`config.mk`:
```
export PLATFORM = sky130hd
export DESIGN_NAME = second_layer_tnndirect_flat
export DESIGN_NICKNAME = d
export VERILOG_FILES = /design/src/rtl/second_layer_tnndirect_pkg.sv /design/src/rtl/second_layer_tnndirect_if.sv /design/src/rtl/second_layer_tnndirect_argmax.sv /design/src/rtl/second_layer_tnndirect.sv /design/src/flat_wrapper.sv
export SDC_FILE = /design/constraint.sdc
export NUM_CORES = 1
export LEC_CHECK = 0
export CORE_AREA = 8 8 45 47
export DETAILED_ROUTE_END_ITERATION = 12
export DIE_AREA = 0 0 53 55
export HOLD_SLACK_MARGIN = 0.1
export PLACE_DENSITY = 0.69
export REMOVE_ABC_BUFFERS = 1
export SLEW_MARGIN = 20
export SYNTH_ARGS = -nofsm -noshare
export SYNTH_HDL_FRONTEND = slang
export SYNTH_SLANG_ARGS = --single-unit
```
`constraint.sdc`:
```
create_clock -name clk -period 1.75 [get_ports clk]
set_clock_uncertainty 0.15 [all_clocks]
set_input_delay 0.2625 -clock clk [delete_from_list [all_inputs] [get_ports clk]]
set_output_delay 0.2625 -clock clk [all_outputs]
set_load 0.005 [all_outputs]
```
`src/rtl/second_layer_tnndirect_pkg.sv`:
```
// Shared definitions for the ternary direct-mapped classifier layers.
// Provides the layer FSM state encoding and width helpers for scores and
// indices, reused by the hidden layer, this output layer and the top level.
package second_layer_tnndirect_pkg;

  // Common sequencing states of a single-shot tnndirect layer.
  typedef enum logic [1:0] {
    ST_IDLE   = 2'd0,
    ST_ACCUM  = 2'd1,
    ST_ARGMAX = 2'd2,
    ST_DONE   = 2'd3
  } tnn_state_e;

  // Signed width that holds every score in [-hidden_cnt, +hidden_cnt].
  function automatic int unsigned score_width(input int unsigned hidden_cnt);
    return $clog2(hidden_cnt + 1) + 1;
  endfunction

  // Index width for n items, never narrower than one bit.
  function automatic int unsigned idx_width(input int unsigned n);
    return (n > 1) ? $clog2(n) : 1;
  endfunction

endpackage

```
`src/rtl/second_layer_tnndirect_if.sv`:
```
// Handshake bundle between the hidden layer/consumer and the output layer.
//   start     : level request (hidden layer's done)
//   hidden    : binary hidden activations, bit j = neuron j
//   class_out : registered winning class index
//   done      : sticky result-valid flag
// master = upstream/consumer side, slave = second_layer_tnndirect.
interface second_layer_tnndirect_if
  import second_layer_tnndirect_pkg::*;
#(
  parameter int unsigned HIDDEN_CNT = 4,
  parameter int unsigned CLASS_CNT  = 3
);
  localparam int unsigned CIDX_W = idx_width(CLASS_CNT);

  logic                  start;
  logic [HIDDEN_CNT-1:0] hidden;
  logic [CIDX_W-1:0]     class_out;
  logic                  done;

  modport master (output start, hidden, input class_out, done);
  modport slave  (input start, hidden, output class_out, done);
endinterface

```
`src/rtl/second_layer_tnndirect_argmax.sv`:
```
// Serial compare/track-best unit: one score per valid cycle, strict greater
// comparison so ties keep the lowest index.
//   clk, rst   : clock, async active-high reset
//   valid      : score/idx present this cycle
//   first      : restart tracking with this score (idx 0 of a sweep)
//   idx        : index of the presented score
//   score      : signed score
//   best_idx_c : best index including the current compare (combinational)
module argmax_seq_tnndirect
  import second_layer_tnndirect_pkg::*;
#(
  parameter int unsigned CNT = 3,
  parameter int unsigned W   = 4,
  localparam int unsigned IDX_W = idx_width(CNT)
) (
  input  logic                clk,
  input  logic                rst,
  input  logic                valid,
  input  logic                first,
  input  logic [IDX_W-1:0]    idx,
  input  logic signed [W-1:0] score,
  output logic [IDX_W-1:0]    best_idx_c
);

  // Most-negative representable value: any real score beats it.
  localparam logic signed [W-1:0] SCORE_MIN = {1'b1, {(W-1){1'b0}}};

  logic signed [W-1:0] best_q, best_d;
  logic [IDX_W-1:0]    best_idx_q, best_idx_d;

  // Running best, restarted on first so idx 0 is always taken.
  always_comb begin
    best_d     = best_q;
    best_idx_d = best_idx_q;
    if (valid) begin
      if (first) begin
        best_d     = SCORE_MIN;
        best_idx_d = '0;
      end
      if (score > best_d) begin
        best_d     = score;
        best_idx_d = idx;
      end
    end
  end

  always_ff @(posedge clk or posedge rst) begin
    if (rst) begin
      best_q     <= SCORE_MIN;
      best_idx_q <= '0;
    end else begin
      best_q     <= best_d;
      best_idx_q <= best_idx_d;
    end
  end

  assign best_idx_c = best_idx_d;

endmodule

```
`src/rtl/second_layer_tnndirect.sv`:
```
// Output stage of the ternary direct-mapped classifier. On start it latches
// the hidden vector, accumulates all class scores in parallel one hidden
// neuron per cycle using constant ternary weights, then runs a sequential
// argmax and holds the winning class with a sticky done until rst.
//   clk, rst : clock, async active-high reset
//   bus      : slave side of second_layer_tnndirect_if (start, hidden in;
//              class_out, done out, both registered)
module second_layer_tnndirect
  import second_layer_tnndirect_pkg::*;
#(
  parameter int unsigned HIDDEN_CNT = 4,
  parameter int unsigned CLASS_CNT  = 3,
  parameter logic [CLASS_CNT*HIDDEN_CNT-1:0] SPARSE_VALS = '0,
  parameter logic [CLASS_CNT*HIDDEN_CNT-1:0] MASK        = '0
) (
  input logic clk,
  input logic rst,
  second_layer_tnndirect_if.slave bus
);

  localparam int unsigned SW      = score_width(HIDDEN_CNT);
  localparam int unsigned CIDX_W  = idx_width(CLASS_CNT);
  localparam int unsigned CNT_MAX = (HIDDEN_CNT > CLASS_CNT) ? HIDDEN_CNT : CLASS_CNT;
  localparam int unsigned CNT_W   = idx_width(CNT_MAX);

  tnn_state_e            state_q, state_d;
  logic [CNT_W-1:0]      cnt_q, cnt_d;
  logic [HIDDEN_CNT-1:0] hid_q;
  logic [CIDX_W-1:0]     class_out_q, class_out_d;
  logic                  done_q, done_d;
  logic                  latch_c, acc_c, arg_valid_c, arg_first_c;
  logic                  hid_bit_c;
  logic signed [SW-1:0]  score_q [CLASS_CNT];
  logic signed [SW-1:0]  score_sel_c;
  logic [CIDX_W-1:0]     best_idx_c;

  // Sequencer next-state and control.
  always_comb begin
    state_d     = state_q;
    cnt_d       = cnt_q;
    class_out_d = class_out_q;
    done_d      = done_q;
    latch_c     = 1'b0;
    acc_c       = 1'b0;
    arg_valid_c = 1'b0;
    arg_first_c = 1'b0;
    case (state_q)
      ST_IDLE: begin
        if (bus.start) begin
          latch_c = 1'b1;
          cnt_d   = '0;
          state_d = ST_ACCUM;
        end
      end
      ST_ACCUM: begin
        acc_c = 1'b1;
        if (cnt_q == CNT_W'(HIDDEN_CNT - 1)) begin
          cnt_d   = '0;
          state_d = ST_ARGMAX;
        end else begin
          cnt_d = cnt_q + CNT_W'(1);
        end
      end
      ST_ARGMAX: begin
        arg_valid_c = 1'b1;
        arg_first_c = (cnt_q == '0);
        if (cnt_q == CNT_W'(CLASS_CNT - 1)) begin
          class_out_d = best_idx_c;
          done_d      = 1'b1;
          cnt_d       = '0;
          state_d     = ST_DONE;
        end else begin
          cnt_d = cnt_q + CNT_W'(1);
        end
      end
      ST_DONE: begin
        done_d = 1'b1;
      end
      default: state_d = ST_IDLE;
    endcase
  end

  always_ff @(posedge clk or posedge rst) begin
    if (rst) begin
      state_q     <= ST_IDLE;
      cnt_q       <= '0;
      class_out_q <= '0;
      done_q      <= 1'b0;
    end else begin
      state_q     <= state_d;
      cnt_q       <= cnt_d;
      class_out_q <= class_out_d;
      done_q      <= done_d;
    end
  end

  // Hidden vector captured once per sample; later changes are ignored.
  always_ff @(posedge clk or posedge rst) begin
    if (rst)          hid_q <= '0;
    else if (latch_c) hid_q <= bus.hidden;
  end

  // Hidden bit for the neuron currently being accumulated.
  always_comb begin
    hid_bit_c = 1'b0;
    for (int j = 0; j < HIDDEN_CNT; j++)
      if (cnt_q == CNT_W'(j)) hid_bit_c = hid_q[j];
  end

  // Per-class accumulators; weights select from constants, nothing stored.
  for (genvar c = 0; c < CLASS_CNT; c++) begin : g_cls
    logic m_c, s_c;

    always_comb begin
      m_c = 1'b0;
      s_c = 1'b0;
      for (int j = 0; j < HIDDEN_CNT; j++) begin
        if (cnt_q == CNT_W'(j)) begin
          m_c = MASK[c*HIDDEN_CNT + j];
          s_c = SPARSE_VALS[c*HIDDEN_CNT + j];
        end
      end
    end

    always_ff @(posedge clk or posedge rst) begin
      if (rst)               score_q[c] <= '0;
      else if (latch_c)      score_q[c] <= '0;
      else if (acc_c && m_c) score_q[c] <= (s_c == hid_bit_c) ? score_q[c] + SW'(1)
                                                              : score_q[c] - SW'(1);
    end
  end

  // Score of the class currently presented to the argmax.
  always_comb begin
    score_sel_c = '0;
    for (int c = 0; c < CLASS_CNT; c++)
      if (cnt_q == CNT_W'(c)) score_sel_c = score_q[c];
  end

  argmax_seq_tnndirect #(
    .CNT (CLASS_CNT),
    .W   (SW)
  ) u_argmax (
    .clk        (clk),
    .rst        (rst),
    .valid      (arg_valid_c),
    .first      (arg_first_c),
    .idx        (CIDX_W'(cnt_q)),
    .score      (score_sel_c),
    .best_idx_c (best_idx_c)
  );

  assign bus.class_out = class_out_q;
  assign bus.done      = done_q;

endmodule

```
`src/flat_wrapper.sv`:
```
// flat-port wrapper written by rule: the top's interface ports become plain ports
module second_layer_tnndirect_flat import second_layer_tnndirect_pkg::*;
#(
  parameter int unsigned HIDDEN_CNT = 4,
  parameter int unsigned CLASS_CNT  = 3,
  parameter logic [CLASS_CNT*HIDDEN_CNT-1:0] SPARSE_VALS = '0,
  parameter logic [CLASS_CNT*HIDDEN_CNT-1:0] MASK        = '0
)
  (clk, rst, bus_start, bus_hidden, bus_class_out, bus_done);
  second_layer_tnndirect_if #(.HIDDEN_CNT(HIDDEN_CNT), .CLASS_CNT(CLASS_CNT)) bus_i ();
  input logic clk;
  input logic rst;
  input wire logic [$bits(bus_i.start)-1:0] bus_start;
  input wire logic [$bits(bus_i.hidden)-1:0] bus_hidden;
  output wire logic [$bits(bus_i.class_out)-1:0] bus_class_out;
  output wire logic [$bits(bus_i.done)-1:0] bus_done;
  assign bus_i.start = bus_start;
  assign bus_i.hidden = bus_hidden;
  assign bus_class_out = bus_i.class_out;
  assign bus_done = bus_i.done;
  second_layer_tnndirect #(.HIDDEN_CNT(HIDDEN_CNT), .CLASS_CNT(CLASS_CNT), .SPARSE_VALS(SPARSE_VALS), .MASK(MASK)) u_core (.clk(clk), .rst(rst), .bus(bus_i));
endmodule
```
======== Yosys cells after proc, flatten, opt, wreduce, memory -nomap -nowiden ========
Cells that the tools add are included.
cells by class
  eq/ne operators ......................... 8
  $lt $le $gt $ge ......................... 1
  mux-type cells .......................... 18
  add/sub/neg operators ................... 1
  reductions and logical operators ........ 8
operator list
  operator                                                                        count
  2-bit 2-to-1 mux                                                                9
  4-bit 2-to-1 mux                                                                3
  2-bit one-hot mux with 3 select lines                                           2
  2-bit equality test, second input constant                                      4
  2-bit AND reduction                                                             3
  1-bit by 4-bit greater-than comparator with 1-bit output, first input constant  1
  2-bit zero test                                                                 2
  2-bit by 1-bit inequality test with 1-bit output, second input constant         2
  4-bit AND reduction                                                             1
  1-bit 2-to-1 mux                                                                3
  3-bit nonzero test                                                              1
  2-bit by 1-bit adder with 2-bit output, second input constant                   1
  2-bit by 1-bit equality test with 1-bit output, second input constant           1
  2-bit inequality test, second input constant                                    1
  1-bit one-hot mux with 2 select lines                                           1
  2-bit nonzero test                                                              1
word-level totals
  register bits after elaboration ......... 13
  output and inout port bits .............. 3

======== Depth between registers and ports, before layout ========
Gate-level depths: netlist (run 1).
  word-level depth ........................ 7
  gate-level depth with buffers ........... 5
  mapped depth without buffers ............ 5

======== By module ========
Synthesis (run 1) repeated with hierarchy kept, for this count alone.
second synthesis, totals
  cells, all modules ...................... 76
  area total of the unflattened synthesis .. 874.6 um^2
modules (own cells, without submodules)
  module                  area an instance (um^2)  cells an instance  times used
  second_layer_tnndirect  501.7                    43                 1
  argmax_seq_tnndirect    372.9                    33                 1

======== Worst setup path before layout (run 1) ========
Ideal clock, no wire load.
  path kind ............................... register to register
  start ................................... register u_core.state_q[0]
  end ..................................... register u_core.u_argmax.best_idx_q[0]
  path slack .............................. 0.162 ns
  clock period less this slack ............ 1.588 ns
  data arrival time ....................... 1.313 ns
  setup time .............................. 0.125 ns
  path buffers ............................ 0
  stages on the path, launching flop included .. 6
  path through ............................ dfrtp_1 inv_1 ha_1 a21o_2 nand2_2 mux2_4
between the ends
  word-level cells in the longest chain between the ends .. 7
  elaborated cells between the ends (all ways) .. 9
  classes of those cells .................. 1 x order compare; 1 x eq/ne; 7 x mux
RTL lines
  element                                                   line                                 source
  start: declaration                                        second_layer_tnndirect.sv:26         tnn_state_e state_q, state_d;
  start signal: assignment                                  second_layer_tnndirect.sv:90         state_q <= state_d;
  2-bit equality test *                                     second_layer_tnndirect.sv:47         case (state_q)
  1-bit 2-to-1 mux                                          second_layer_tnndirect.sv:47
  4-bit 2-to-1 mux                                          second_layer_tnndirect_argmax.sv:36  if (first) begin
  4-bit 2-to-1 mux                                          second_layer_tnndirect_argmax.sv:35  if (valid) begin
  1-bit by 4-bit greater-than comparator with 1-bit output  second_layer_tnndirect_argmax.sv:40  if (score > best_d) begin
  2-bit 2-to-1 mux                                          second_layer_tnndirect_argmax.sv:40
  2-bit 2-to-1 mux *                                        second_layer_tnndirect_argmax.sv:35
  net u_core.best_idx_c[0]                                  second_layer_tnndirect.sv:35         logic [CIDX_W-1:0] best_idx_c;
  end signal: assignment                                    second_layer_tnndirect_argmax.sv:53  best_idx_q <= best_idx_d;
  end: declaration                                          second_layer_tnndirect_argmax.sv:29  logic [IDX_W-1:0] best_idx_q, best_idx_d;
Mark *: on every way through the listed nets, which the timed path passes. The rest lies on a longest branch. The select of a mux whose other input is x is not followed.
A chain may end at the register's enable or synchronous reset.

======== Worst setup path after layout (run 1) ========
  start ................................... register u_core.state_q[0]
  end ..................................... register u_core.state_q[0]
between the ends
  word-level cells in the longest chain between the ends .. 3
  elaborated cells between the ends (all ways) .. 9
  classes of those cells .................. 5 x eq/ne; 1 x mux; 3 x reduce/logical
RTL lines
  element
  2-bit by 1-bit equality test with 1-bit output, or another cell as far along
  2-bit by 1-bit inequality test with 1-bit output (no source line), or another cell as far along
  4-bit AND reduction (no source line)
Several ways; a longest one is shown, not always the timed one.

==> results of run 1 <==
cell families (layout without fill, tap and decap cells):
logic type / after synthesis / in the layout / share of synthesized area (%)
simple gates: 11 / 11 / 13.16
mux: 4 / 4 / 7.859
buf+inv: 6 / 18 / 3.536
fa+ha+maj: 11 / 11 / 21.61
compound gates: 13 / 13 / 14.34
flops: 10 / 10 / 39.49
state kept, by name, indices dropped and copies added (netlist names):
register	count
u_core.bus.class_out	2
u_core.cnt_q	2
u_core.state_q	2
u_core.u_argmax.best_q	1
u_core.bus.done	1
u_core.u_argmax.best_idx_q	2
timing repair:
action,CTS,global route
setup buffers,0,1
endpoints found under the setup margin,0,4
gates resized for setup,0,1
layout make-up:
type / instances / area, sq um / area share [%]
Inverter: 6 / 22.52 / 2.936
Tap cell: 16 / 20.02 / 2.610
Sequential cell: 10 / 252.7 / 32.95
Multi-Input combinational cell: 39 / 362.8 / 47.31
Clock buffer: 4 / 36.28 / 4.731
Timing Repair Buffer: 8 / 72.57 / 9.462
synthesized netlist by cell type, types with 2 or more instances:
cell type,n,area share [%]
o21ai_0,2,1.6
a41oi_1,2,2.8
nand2_1,4,2.4
o41ai_1,2,2.8
a21oi_1,3,2.4
inv_1,6,3.5
nor2b_2,2,2.8
mux2_4,2,4.7
a22oi_1,2,2.4
dfrtp_1,9,35
ha_1,11,22
mux2i_1,2,3.1
through the flow:
| step | std cells | hold WS, ps | setup WS (ps) | instance area (sq um) | utilization, % |
|---|---|---|---|---|---|
| 5_1_grt | 83 | 158.3 | 3.832 | 767.0 | 55.43 |
| 2_1_floorplan | 55 | -48.04 | 161.7 | 636.9 | - |
| 6_report | 83 | 109.4 | 91.43 | 767.0 | 55.43 |
| 4_1_cts | 82 | 121.4 | 35.53 | 758.2 | 54.79 |
| 3_5_place_dp | 78 | 322.3 | 62.93 | 721.9 | 52.17 |
| 3_3_place_gp | 78 | 310.7 | 63.16 | 721.9 | 52.17 |
power by group:
group	leakage, nW	total (mW)	switching (mW)	internal (mW)
registers	0.110	0.231	0	0.231
logic	0.233	0.00945	0.00538	0.00407
clock network	0.0210	0.210	0.0841	0.126
final timing paths:
check / endpoint / slack [ps] / depth (start not counted)
min in group clk: u_core.bus.done / 340 / 1
max: u_core.state_q[0] / 90 / 5
min reg2reg: u_core.bus.done / 340 / 1
max in group asynchronous: u_core.u_argmax.best_q[3] / 1030 / 2
min: u_core.bus.done / 110 / 2
max reg2reg: u_core.state_q[0] / 90 / 5
layer usage:
metal	track usage, %	routed length [microns]	part of all wire [%]	up-vias
met5	0	0	0	-
met4	7.759	19	1.7	0
met1	9.119	483	43	217
met2	16.60	560	50	12
met3	2.674	57	5.1	2
li1	-	-	-	217
==> flow_summary.ini, run 1 <==
[clocking]
clkLatencyLatePin_ps = 270
numCtsBuffers = 3
cts_root_buf = clkbuf_4
cts_sinks = 10
clk_path_buf_depth = 2
ctsHoldBuffers = 0
cts_tree = yes
cts.htree.levels = 1
clkTransAtPathRegs_ps = 70

[status]
status = finished, final reports clean

[die]
rows = 14
die_h_microns = 55
start_util_pct = 46.02
fp.coreArea_sq_um = 1384
ioPinCount = 10
die-area_sq_um = 2915
die_w_microns = 53

[sta]
fin_tns_setup_ps = 0
drv_slew = 0
finalSetupViolCount = 0
relSlewSlack_pct = 74.67
fin_crit_sh_pct = 94.78
rsz0062_at_grt = false
period_needed_ps = 1659
max_freq_mhz = 602.9
hold_viol_final = 0
tightest_slew_ps = 379.6

[cells_and_area]
fill_cells = 125
drive_above_1_share_pct = 25.37
layout_commonest_cell = ha_1
antennaDiodeCount = 0
synthToLayoutAreaGrowth_pct = 20.43
mostFrequentLayoutCells = ha_1 (11), dfrtp_1 (8), inv_1 (6)
nets = 86

[logic_synthesis]
synth.distinct_cells = 20
avgSynthCellArea_sq_um = 11.58
synth_edf_count = 0
yosysWarningCount = 0
yosysSeqAreaShare_pct = 39.49
syn-cell-area_sq_um = 636.9
async_flop_share_pct = 100.0
ys.flop_type = dfrtp_1
synth_seq_cells = 10
syn_inst = 55

[placement]
numPortBuffers = 5
dp_hpwl_microns = 856.1
gp_congestion = 0.6974

[power_and_ir_drop]
finalPower_mw = 0.4509
power_leakage_nw = 0.3635
p_per_area_nw_per_um2 = 587.8
ir_drop_mv = 0.3008

[setup_path]
crit_buf_inv = 1
path_delay_family = simple AND/OR/NAND/NOR gates
critPathMaxFanout = 4
critPathRequiredTime_ps = 1790
worstPathArrival_ps = 1690
slowest_stage = dfrtp_2
worst_setup_path_start_kind = flip-flop
r2r-start = u_core.state_q[0]
endpoint_kind = flip-flop
critical_path_class = flip-flop to flip-flop
critPathMaxStageDelay_ps = 390
crit_chain = inv_1 > ha_1 > nor2b_2 > nor4_4 > mux2i_1
crit_start = u_core.state_q[0]

[global_routing]
grtUsageTotal_pct = 9.456
grt_max_degree = 11
antenna_found_initial = 0
globalRouteOverflowTotal = 0
grt_pass1_wl_microns = 1994
grt_pass1_vias = 484

[worst_hold_path]
min_path_type = input port to async pin

[routing]
drt_wl_total_microns = 1121
wl_per_cell_microns = 13.51
drt-initial-drc-count = 11
dr.pass1.iters = 4
drc = 0
viasPerCell = 5.398
num_vias = 448
ant_nets = 0

[job]
cap_violations = 0
Note: power is estimated with default switching activity, not from simulation.
==> inputs of run 2 (changes only) <==
==> constraint.sdc (replaced) <==
create_clock -name clk -period 1.75 [get_ports clk]
set_clock_uncertainty 0.15 [all_clocks]
set_input_delay 0.175 -clock clk [delete_from_list [all_inputs] [get_ports clk]]
set_output_delay 0.175 -clock clk [all_outputs]
set_load 0.005 [all_outputs]
==> flow_summary.ini, run 2 (synthesis gave the netlist of run 1 again) <==
[power_and_ir_drop]
power_leakage_nw = 0.3655
finalPower_mw = 0.4514
ir_drop_mv = 0.2895
p_per_area_nw_per_um2 = 581.9
pwr-share-comb_pct = 2.5
pwr-share-clk_pct = 46.3
p_int_mw = 0.3630
seqPwrFrac_pct = 51.2
p_switching_mw = 0.08842
switching_share_pct = 19.59

[routing]
drt_wl_total_microns = 1135
viasPerCell = 5.333
drc = 0
wl_per_cell_microns = 13.51
drt-initial-drc-count = 5
dr.pass1.iters = 4
ant_nets = 0
num_vias = 448

[cells_and_area]
drive_above_1_share_pct = 25.00
nets = 87
antennaDiodeCount = 0
multi_input_area_sq_um = 362.8
final_cell_area_sq_um = 775.7
layout_commonest_cell = ha_1
synthToLayoutAreaGrowth_pct = 21.81
ff_latch_area_sq_um = 251.5
fill_cells = 123
mostFrequentLayoutCells = ha_1 (11), dfrtp_1 (9), inv_1 (5), clkdlybuf4s50_1 (5), nand2_1 (4)

[job]
cap_violations = 0

[setup_path]
critPathMaxStageDelay_ps = 410
worst_setup_path_start_kind = flip-flop
endpoint_kind = flip-flop
path_delay_family = simple AND/OR/NAND/NOR gates
critPathRequiredTime_ps = 1790
crit_buf_inv = 1
critical_path_class = flip-flop to flip-flop
slowest_stage = dfrtp_1
crit_chain = inv_2 > ha_1 > nor2b_2 > nor4_4 > mux2i_1
r2r_slack_ps = 110
worstPathArrival_ps = 1680
critPathMaxFanout = 4

[die]
fp.coreArea_sq_um = 1384
start_util_pct = 46.02
die_w_microns = 53
die_h_microns = 55
ioPinCount = 10
rows = 14
die-area_sq_um = 2915

[clocking]
cts.htree.levels = 1
numCtsBuffers = 3
clkTransAtPathRegs_ps = 70
cts_sinks = 10
cts_root_buf = clkbuf_4
clk_path_buf_depth = 2
cts_tree = yes
clkLatencyLatePin_ps = 270

[global_routing]
globalRouteOverflowTotal = 0
grtUsageTotal_pct = 9.676
grt_pass1_wl_microns = 2042
grt_pass1_vias = 468
antenna_found_initial = 0
grt_max_degree = 11

[sta]
drv_slew = 0
fin_crit_sh_pct = 93.95
finalSetupViolCount = 0
fin_tns_setup_ps = 0
hold_viol_final = 0
timing.hold.ws_ps = 337.1
tightest_slew_ps = 376.4
max_freq_mhz = 608.2
rsz0062_at_grt = false
relSlewSlack_pct = 74.88
period_needed_ps = 1644

[worst_hold_path]
min_path_type = flip-flop to flip-flop

[status]
status = finished, final reports clean

[placement]
numPortBuffers = 5
gp_congestion = 0.6975
dpl-instance-area_sq_um = 721.9
dp_hpwl_microns = 901.1
-- run 2: worst paths after layout --
check                                   from                        end  cells past startpoint
hold reg to reg              u_core.bus.done            u_core.bus.done                      1
max in group asynchronous                rst  u_core.u_argmax.best_q[3]                      3
setup reg to reg           u_core.state_q[0]          u_core.state_q[0]                      5
hold / removal               u_core.bus.done            u_core.bus.done                      1
setup / recovery           u_core.state_q[0]          u_core.state_q[0]                      5
min in group asynchronous                rst          u_core.state_q[1]                      3
-- run 2: layout make-up --
type	count	share of cell area [%]
multi-input combinational	39	46.77
sequential	10	32.42
timing repair buffer	9	10.65
clock buffer	4	4.677
inverter	6	2.903
tap	16	2.581
-- run 2: what timing repair did --
action | CTS | global route
hold endpoints to repair | 9 | 0
buffers inserted | 0 | 1
hold buffers | 1 | 0
setup endpoints to repair | 0 | 4
resized for setup | 0 | 1
-- run 2: worst register-to-register path, cell delays in order, from the launching register on --
cell	delay, ps
dfrtp_1	410
inv_2	80
ha_1	230
nor2b_2	190
nor4_4	270
mux2i_1	240
-- run 2: per-layer routing --
metal | track usage (%) | vias to the layer above | share of wire [%] | wire length [microns]
met4 | 7.759 | 0 | 2.1 | 24
met2 | 16.99 | 8 | 49 | 559
met1 | 9.583 | 217 | 44 | 505
met5 | 0 | - | 0 | 0
li1 | - | 221 | - | -
met3 | 2.406 | 2 | 4.1 | 46
-- run 2: stage by stage --
stage / setup WS, ps / instances / util [%]
2_1_floorplan: 161.7 / 55 / -
3_3_place_gp: 63.20 / 78 / 52.17
3_5_place_dp: 59.86 / 78 / 52.17
4_1_cts: 33.85 / 83 / 55.52
5_1_grt: 4.034 / 84 / 56.06
6_report: 105.8 / 84 / 56.06
-- run 2: power groups by stage --
stage / combinational, mW / sequential, mW / clock (mW)
after global placement: 0.00960 / 0.235 / 0
final: 0.0112 / 0.231 / 0.209
after global routing: 0.0131 / 0.231 / 0.232
after CTS: 0.0117 / 0.231 / 0.214
after floorplan: 0.00358 / 0.235 / 0
after detailed placement: 0.00997 / 0.235 / 0
==> inputs of run 3 (changes only) <==
Settings changed: REMOVE_ABC_BUFFERS 1 to not set.
==> results of run 3 <==
The final DEF is identical to that of run 2; final timing and power are the same.
